==> config.mk <==
export PLATFORM = sky130hd
export DESIGN_NAME = seven_seg_decoder
export DESIGN_NICKNAME = d
export VERILOG_FILES = /design/src/rtl/seven_seg_pkg.sv /design/src/rtl/seg_to_bcd.sv /design/src/rtl/seven_seg_decoder.sv
export SDC_FILE = /design/constraint.sdc
export NUM_CORES = 1
export LEC_CHECK = 0
export CORE_ASPECT_RATIO = 0.9
export CORE_MARGIN = 8
export CORE_UTILIZATION = 50
export CTS_BUF_LIST = sky130_fd_sc_hd__clkbuf_4 sky130_fd_sc_hd__clkbuf_8
export CTS_CLUSTER_DIAMETER = 120
export CTS_CLUSTER_SIZE = 8
export DETAILED_ROUTE_END_ITERATION = 12
export HOLD_SLACK_MARGIN = 0.12
export PLACE_DENSITY_LB_ADDON = 0.05
export SYNTH_ARGS = -nofsm -noshare
export SYNTH_HDL_FRONTEND = slang
export SYNTH_SLANG_ARGS = --single-unit
==> constraint.sdc <==
create_clock -name clk -period 2.9 [get_ports clk]
set_input_delay 0.435 -clock clk [delete_from_list [all_inputs] [get_ports clk]]
set_output_delay 0.435 -clock clk [all_outputs]
set_load 0.005 [all_outputs]
==> src/rtl/seven_seg_pkg.sv <==
// Shared definitions for the seven-segment scanner decoder: segment codes, FSM states, defaults.
package seven_seg_pkg;

    localparam int STABLE_CYCLES_DEFAULT = 4;

    typedef enum logic [1:0] {
        ST_IDLE  = 2'd0,
        ST_COUNT = 2'd1,
        ST_HELD  = 2'd2
    } state_t;

    // Active-low segment codes {a,b,c,d,e,f,g}, a in the MSB
    localparam logic [6:0] SEG_0 = 7'b0000001;
    localparam logic [6:0] SEG_1 = 7'b1001111;
    localparam logic [6:0] SEG_2 = 7'b0010010;
    localparam logic [6:0] SEG_3 = 7'b0000110;
    localparam logic [6:0] SEG_4 = 7'b1001100;
    localparam logic [6:0] SEG_5 = 7'b0100100;
    localparam logic [6:0] SEG_6 = 7'b0100000;
    localparam logic [6:0] SEG_7 = 7'b0001111;
    localparam logic [6:0] SEG_8 = 7'b0000000;
    localparam logic [6:0] SEG_9 = 7'b0000100;

endpackage

==> src/rtl/seg_to_bcd.sv <==
// Combinational lookup from an active-low 7-segment pattern to a BCD value plus a valid flag.
module seg_to_bcd
    import seven_seg_pkg::*;
(
    input  logic [6:0] seg,
    output logic       valid,
    output logic [3:0] value
);

    always_comb begin
        valid = 1'b1;
        value = 4'd0;
        case (seg)
            SEG_0:   value = 4'd0;
            SEG_1:   value = 4'd1;
            SEG_2:   value = 4'd2;
            SEG_3:   value = 4'd3;
            SEG_4:   value = 4'd4;
            SEG_5:   value = 4'd5;
            SEG_6:   value = 4'd6;
            SEG_7:   value = 4'd7;
            SEG_8:   value = 4'd8;
            SEG_9:   value = 4'd9;
            default: valid = 1'b0;
        endcase
    end

endmodule

==> src/rtl/seven_seg_decoder.sv <==
// Recovers BCD digits from a multiplexed 7-segment display bus after a stability filter.
// Optional saturating error counter enabled by defining SEVEN_SEG_DEC_ERR_CNT_EN.
module seven_seg_decoder
    import seven_seg_pkg::*;
#(
    parameter int STABLE_CYCLES = STABLE_CYCLES_DEFAULT
) (
    input  logic        clk,
    input  logic        rst,
    input  logic [7:0]  seven_seg,
    input  logic [3:0]  digit_sel,
`ifdef SEVEN_SEG_DEC_ERR_CNT_EN
    output logic [7:0]  err_cnt,
`endif
    output logic        digit_vld,
    output logic [1:0]  digit_idx,
    output logic [3:0]  digit_val,
    output logic        digit_odd,
    output logic [15:0] digits,
    output logic        err
);

    localparam logic [7:0]  STABLE_LIM = 8'(STABLE_CYCLES);
    localparam logic [10:0] CAND_RST   = {7'h7F, 4'h0};

    logic [7:0]  seg_p0_q, seg_p0_d, seg_p1_q, seg_p1_d;
    logic [3:0]  sel_p0_q, sel_p0_d, sel_p1_q, sel_p1_d;
    logic [10:0] prev_q, prev_d, cand;
    state_t      state_q, state_d;
    logic [7:0]  cnt_q, cnt_d, cnt_inc;
    logic        eval, changed, blank, one_hot;
    logic [1:0]  sel_idx;
    logic        bcd_valid;
    logic [3:0]  bcd_value;
    logic        dp_unused;

    logic        vld_q, vld_d, err_q, err_d, odd_q, odd_d;
    logic [1:0]  idx_q, idx_d;
    logic [3:0]  val_q, val_d;
    logic [15:0] digits_q, digits_d;

    // Decimal point is carried through the synchronizer but never decoded
    assign dp_unused = seg_p1_q[0];

    assign cand    = {seg_p1_q[7:1], sel_p1_q};
    assign changed = (cand != prev_q);
    assign blank   = (sel_p1_q == 4'b0000);
    assign one_hot = $onehot(sel_p1_q);
    assign cnt_inc = cnt_q + 8'd1;

    always_comb begin
        case (sel_p1_q)
            4'b0010: sel_idx = 2'd1;
            4'b0100: sel_idx = 2'd2;
            4'b1000: sel_idx = 2'd3;
            default: sel_idx = 2'd0;
        endcase
    end

    seg_to_bcd u_seg_to_bcd (
        .seg   (seg_p1_q[7:1]),
        .valid (bcd_valid),
        .value (bcd_value)
    );

    // Stage p0/p1: two-flop synchronizer, p1 output is the candidate
    always_comb begin
        seg_p0_d = seven_seg;
        seg_p1_d = seg_p0_q;
        sel_p0_d = digit_sel;
        sel_p1_d = sel_p0_q;
        prev_d   = cand;
    end

    always_ff @(posedge clk) begin
        if (rst) begin
            seg_p0_q <= 8'hFF;
            seg_p1_q <= 8'hFF;
            sel_p0_q <= 4'h0;
            sel_p1_q <= 4'h0;
            prev_q   <= CAND_RST;
        end else begin
            seg_p0_q <= seg_p0_d;
            seg_p1_q <= seg_p1_d;
            sel_p0_q <= sel_p0_d;
            sel_p1_q <= sel_p1_d;
            prev_q   <= prev_d;
        end
    end

    always_ff @(posedge clk) begin
        if (rst) begin
            state_q <= ST_IDLE;
            cnt_q   <= 8'd0;
        end else begin
            state_q <= state_d;
            cnt_q   <= cnt_d;
        end
    end

    // A change always restarts the count, even on the cycle the count would complete
    always_comb begin
        state_d = state_q;
        cnt_d   = cnt_q;
        eval    = 1'b0;
        if (blank) begin
            state_d = ST_IDLE;
            cnt_d   = 8'd0;
        end else if (changed) begin
            state_d = ST_COUNT;
            cnt_d   = 8'd0;
        end else if (state_q == ST_COUNT) begin
            if (cnt_inc == STABLE_LIM) begin
                eval    = 1'b1;
                state_d = ST_HELD;
                cnt_d   = 8'd0;
            end else begin
                cnt_d = cnt_inc;
            end
        end
    end

    always_comb begin
        vld_d    = 1'b0;
        err_d    = 1'b0;
        idx_d    = idx_q;
        val_d    = val_q;
        odd_d    = odd_q;
        digits_d = digits_q;
        if (eval) begin
            if (one_hot && bcd_valid) begin
                vld_d = 1'b1;
                idx_d = sel_idx;
                val_d = bcd_value;
                odd_d = bcd_value[0];
                digits_d[{sel_idx, 2'b00} +: 4] = bcd_value;
            end else begin
                err_d = 1'b1;
            end
        end
    end

    // Stage p2: registered result outputs
    always_ff @(posedge clk) begin
        if (rst) begin
            vld_q    <= 1'b0;
            err_q    <= 1'b0;
            idx_q    <= 2'd0;
            val_q    <= 4'd0;
            odd_q    <= 1'b0;
            digits_q <= 16'h0000;
        end else begin
            vld_q    <= vld_d;
            err_q    <= err_d;
            idx_q    <= idx_d;
            val_q    <= val_d;
            odd_q    <= odd_d;
            digits_q <= digits_d;
        end
    end

    assign digit_vld = vld_q;
    assign err       = err_q;
    assign digit_idx = idx_q;
    assign digit_val = val_q;
    assign digit_odd = odd_q;
    assign digits    = digits_q;

`ifdef SEVEN_SEG_DEC_ERR_CNT_EN
    logic [7:0] err_cnt_q, err_cnt_d;

    always_comb begin
        err_cnt_d = err_cnt_q;
        if (err_d && (err_cnt_q != 8'hFF)) begin
            err_cnt_d = err_cnt_q + 8'd1;
        end
    end

    always_ff @(posedge clk) begin
        if (rst) begin
            err_cnt_q <= 8'd0;
        end else begin
            err_cnt_q <= err_cnt_d;
        end
    end

    assign err_cnt = err_cnt_q;
`endif

endmodule
==> reports/results.txt <==
Reg2Reg Depth -> 10
setup repair bufs after CTS -> 0
worst r2r src -> sel_p1_q[3]$_SDFF_PP0_
Setup crit end kind -> flip-flop
Critical Path AT -> 2.94 ns
Mapped Nets -> 327
asr flop ratio synth -> 0%
CTS tree -> built
critical path type -> reg2reg
worst hold path class -> reg2reg
share of cells above drive strength 1 -> 15.65%
delay-heaviest family, CP -> adder cells
CP max-delay cell -> fa_1
Rows -> 26
most common cell after layout, fill and taps aside -> dfxtp_1
Worst Skew -> 0.007218 ns
CP endpoint -> digit_idx[0]$_SDFFE_PP0P_
area of the multi-input gates -> 1478 um^2
GPL Wtd Cong -> 0.7783
HPWL after DPL -> 3861 um
ys flop type -> dfxtp_1
Post-Synth Simple-Gate Area -> 28.55%
CP peak stage delay -> 0.49 ns
GRT Overall Usage -> 13.41%
Post-Place Worst Slack -> 0.2229 ns
Area after DPL -> 3352 um^2
fin crit period -> 2.712 ns
peak supply drop -> 439.1 uV
fmax -> 368.7 MHz
Die ar. -> 8594 um^2
pin count of the biggest net entering global routing -> 44
status -> finished clean
Avg Inst Size Synth -> 9.704 um^2
Leak -> 1.421 nW
Fillers -> 500
worst slew pin tran -> 0.7103 ns
most frequent cells in the layout -> dfxtp_1 (67), clkdlybuf4s50_1 (37), or2_2 (22), nand2b_1 (22), nor2_1 (20)
ANT cells -> 0
mapped cell area -> 2940 um^2
Cells after Synth -> 303
synth unique cells -> 44
critical-path cell list -> inv_1, fa_1, inv_1, ha_1, ha_1, nor2_1, nand2_1, nor2_1, nand3_1, mux2_2
Final period util -> 93.53%
post-synthesis mux area share -> 8.426%
CTS clk-pin slew, worst paths -> 0.07 ns
antenna violation net count after detailed routing -> 0
WL per Instance -> 12.93 um
Buf/Inv on CP -> 2
first-pass GRT wire length -> 9294 um
cell count along the critical path -> 10
Chip Height -> 88.75 um
final hold violations -> 0
largest family of logic cells by synthesized area -> simple AND/OR/NAND/NOR gates
Reg area -> 1341 um^2
post-route cell area -> 3555 um^2
startpoint types -> flip-flop
PostCTS Resize Cnt -> 0
Detailed Route Iter0 Violations -> 77
Port Buffers -> 37
drt drc -> 0
number of global-route vias before repair -> 2026
CTS sink cnt -> 67
final net count -> 364
Ys Warns -> 0
max-slew violations -> 0
Initial Util -> 51.65%
Final Setup Violations -> 0
final worst setup slack -> 0.1876 ns
Die X -> 96.84 um
Synth Area in XOR/XNOR -> 6.255%
#FFs+latches synth -> 67
Max clock buf depth -> 2
pwr dens -> 521.2 nW/um^2
Routed WL -> 5368 um
clock latency on the worst-skew pair -> 0.34 ns
total iterations of the first detailed-routing run -> 4
via/cell ratio -> 5.029
# hold bufs at CTS -> 0
Syn-to-layout area delta -> 20.89%
clk root buf -> clkbuf_8
flop-to-flop setup slack -> 0.19 ns
Setup crit start -> sel_p1_q[3]$_SDFF_PP0_
EDFF count, synth -> 0
IO Pins -> 39
initial antenna violation count -> 0
GRT overflow -> 0
CTS buffer count -> 9
r2r endpoint -> digit_idx[0]$_SDFFE_PP0P_
complex-gate fraction of the synthesized area -> 2.511%
total of max-cap violations -> 0
Max H-tree Level -> 3
Seq/Total Area, Yosys -> 45.62%
Worst Path Required -> 3.13 ns
via count -> 2087
max_slew headroom -> 52.15%
RSZ-0062 raised after global routing -> false
CP Max Fanout -> 5
synthesized-area fraction occupied by adder cells -> 4.511%
Core Box Area -> 5693 um^2
final setup TNS -> 0 ns
-- worst min-delay path by stage --
| stage | startpoint | end | cells after the start | slack (ns) |
|---|---|---|---|---|
| floorplan | seg_p0_q[1]$_SDFF_PP1_ | seg_p1_q[1]$_SDFF_PP1_ | 1 | 0.39 |
| global placement | seg_p0_q[3]$_SDFF_PP1_ | seg_p1_q[3]$_SDFF_PP1_ | 1 | 0.39 |
| detailed placement | seg_p0_q[2]$_SDFF_PP1_ | seg_p1_q[2]$_SDFF_PP1_ | 1 | 0.39 |
| CTS | seg_p0_q[7]$_SDFF_PP1_ | seg_p1_q[7]$_SDFF_PP1_ | 1 | 0.41 |
| global route | seg_p0_q[6]$_SDFF_PP1_ | seg_p1_q[6]$_SDFF_PP1_ | 1 | 0.42 |
| finish | seg_p0_q[7]$_SDFF_PP1_ | seg_p1_q[7]$_SDFF_PP1_ | 1 | 0.41 |
-- sequential cells by signal (all words and copies together) (netlist names) --
signal and cells:
sel_p0_q 4, cnt_q 8, digit_vld 1, digits 16
state_q 2, sel_p1_q 4, digit_idx 2, seg_p0_q 7
prev_q 11, seg_p1_q 7, digit_val 4, err 1
-- per-layer routing --
layer	share of wire [%]	routed length [um]	track usage (%)
met2	44	2363	20.82
met5	0	0	0
met4	1.7	90	5.858
met3	5.4	288	5.621
met1	49	2626	15.97
-- synthesized netlist by cell type, types with 3 or more instances --
cell type	count	share of area [%]
nor2b_1	14	3.0
mux2i_1	18	6.1
nor2_1	20	2.6
inv_1	8	1.0
nor4_1	4	0.85
mux2_2	6	2.3
nand3_1	6	1.0
ha_1	9	3.8
o21ai_0	3	0.51
nor3_1	10	1.7
clkbuf_1	9	1.1
nand2_1	17	2.2
or2_2	22	4.7
xor2_1	8	2.4
nand2b_1	22	4.7
nand4_1	12	2.6
xnor2_1	13	3.9
buf_2	3	0.51
dfxtp_1	67	46
-- area by class of cell --
class,instances,area share [%]
clock buffer,12,4.294
clock inverter,4,1.408
inverter,8,0.8448
multi-input combinational,211,41.57
sequential,67,37.73
tap,70,2.464
timing repair buffer,43,11.69
-- kinds of logic after synthesis --
logic type / count (synthesis)
and+or+nand+nor: 145
DFF: 67
buffers and inverters: 25
muxes: 24
xor gates and xnor gates: 21
AOI/OAI and AO/OA: 11
adders and majority gates: 10
-- power by group --
part,internal (mW),switching [mW]
Combinational,0.0580,0.0597
Clock,0.438,0.342
Sequential,0.940,0.0157
Total,1.44,0.417
-- per-stage QoR --
step	hold WS [ns]	utilization (%)	cells	total power, mW
2_1_floorplan	0.3895	-	303	1.063
3_3_place_gp	0.3914	58.88	399	1.093
3_5_place_dp	0.3933	58.88	399	1.095
4_1_cts	0.4094	62.44	415	1.886
5_1_grt	0.4207	62.44	415	1.933
6_report	0.4089	62.44	415	1.853
Note: power is estimated with default switching activity, not from simulation.
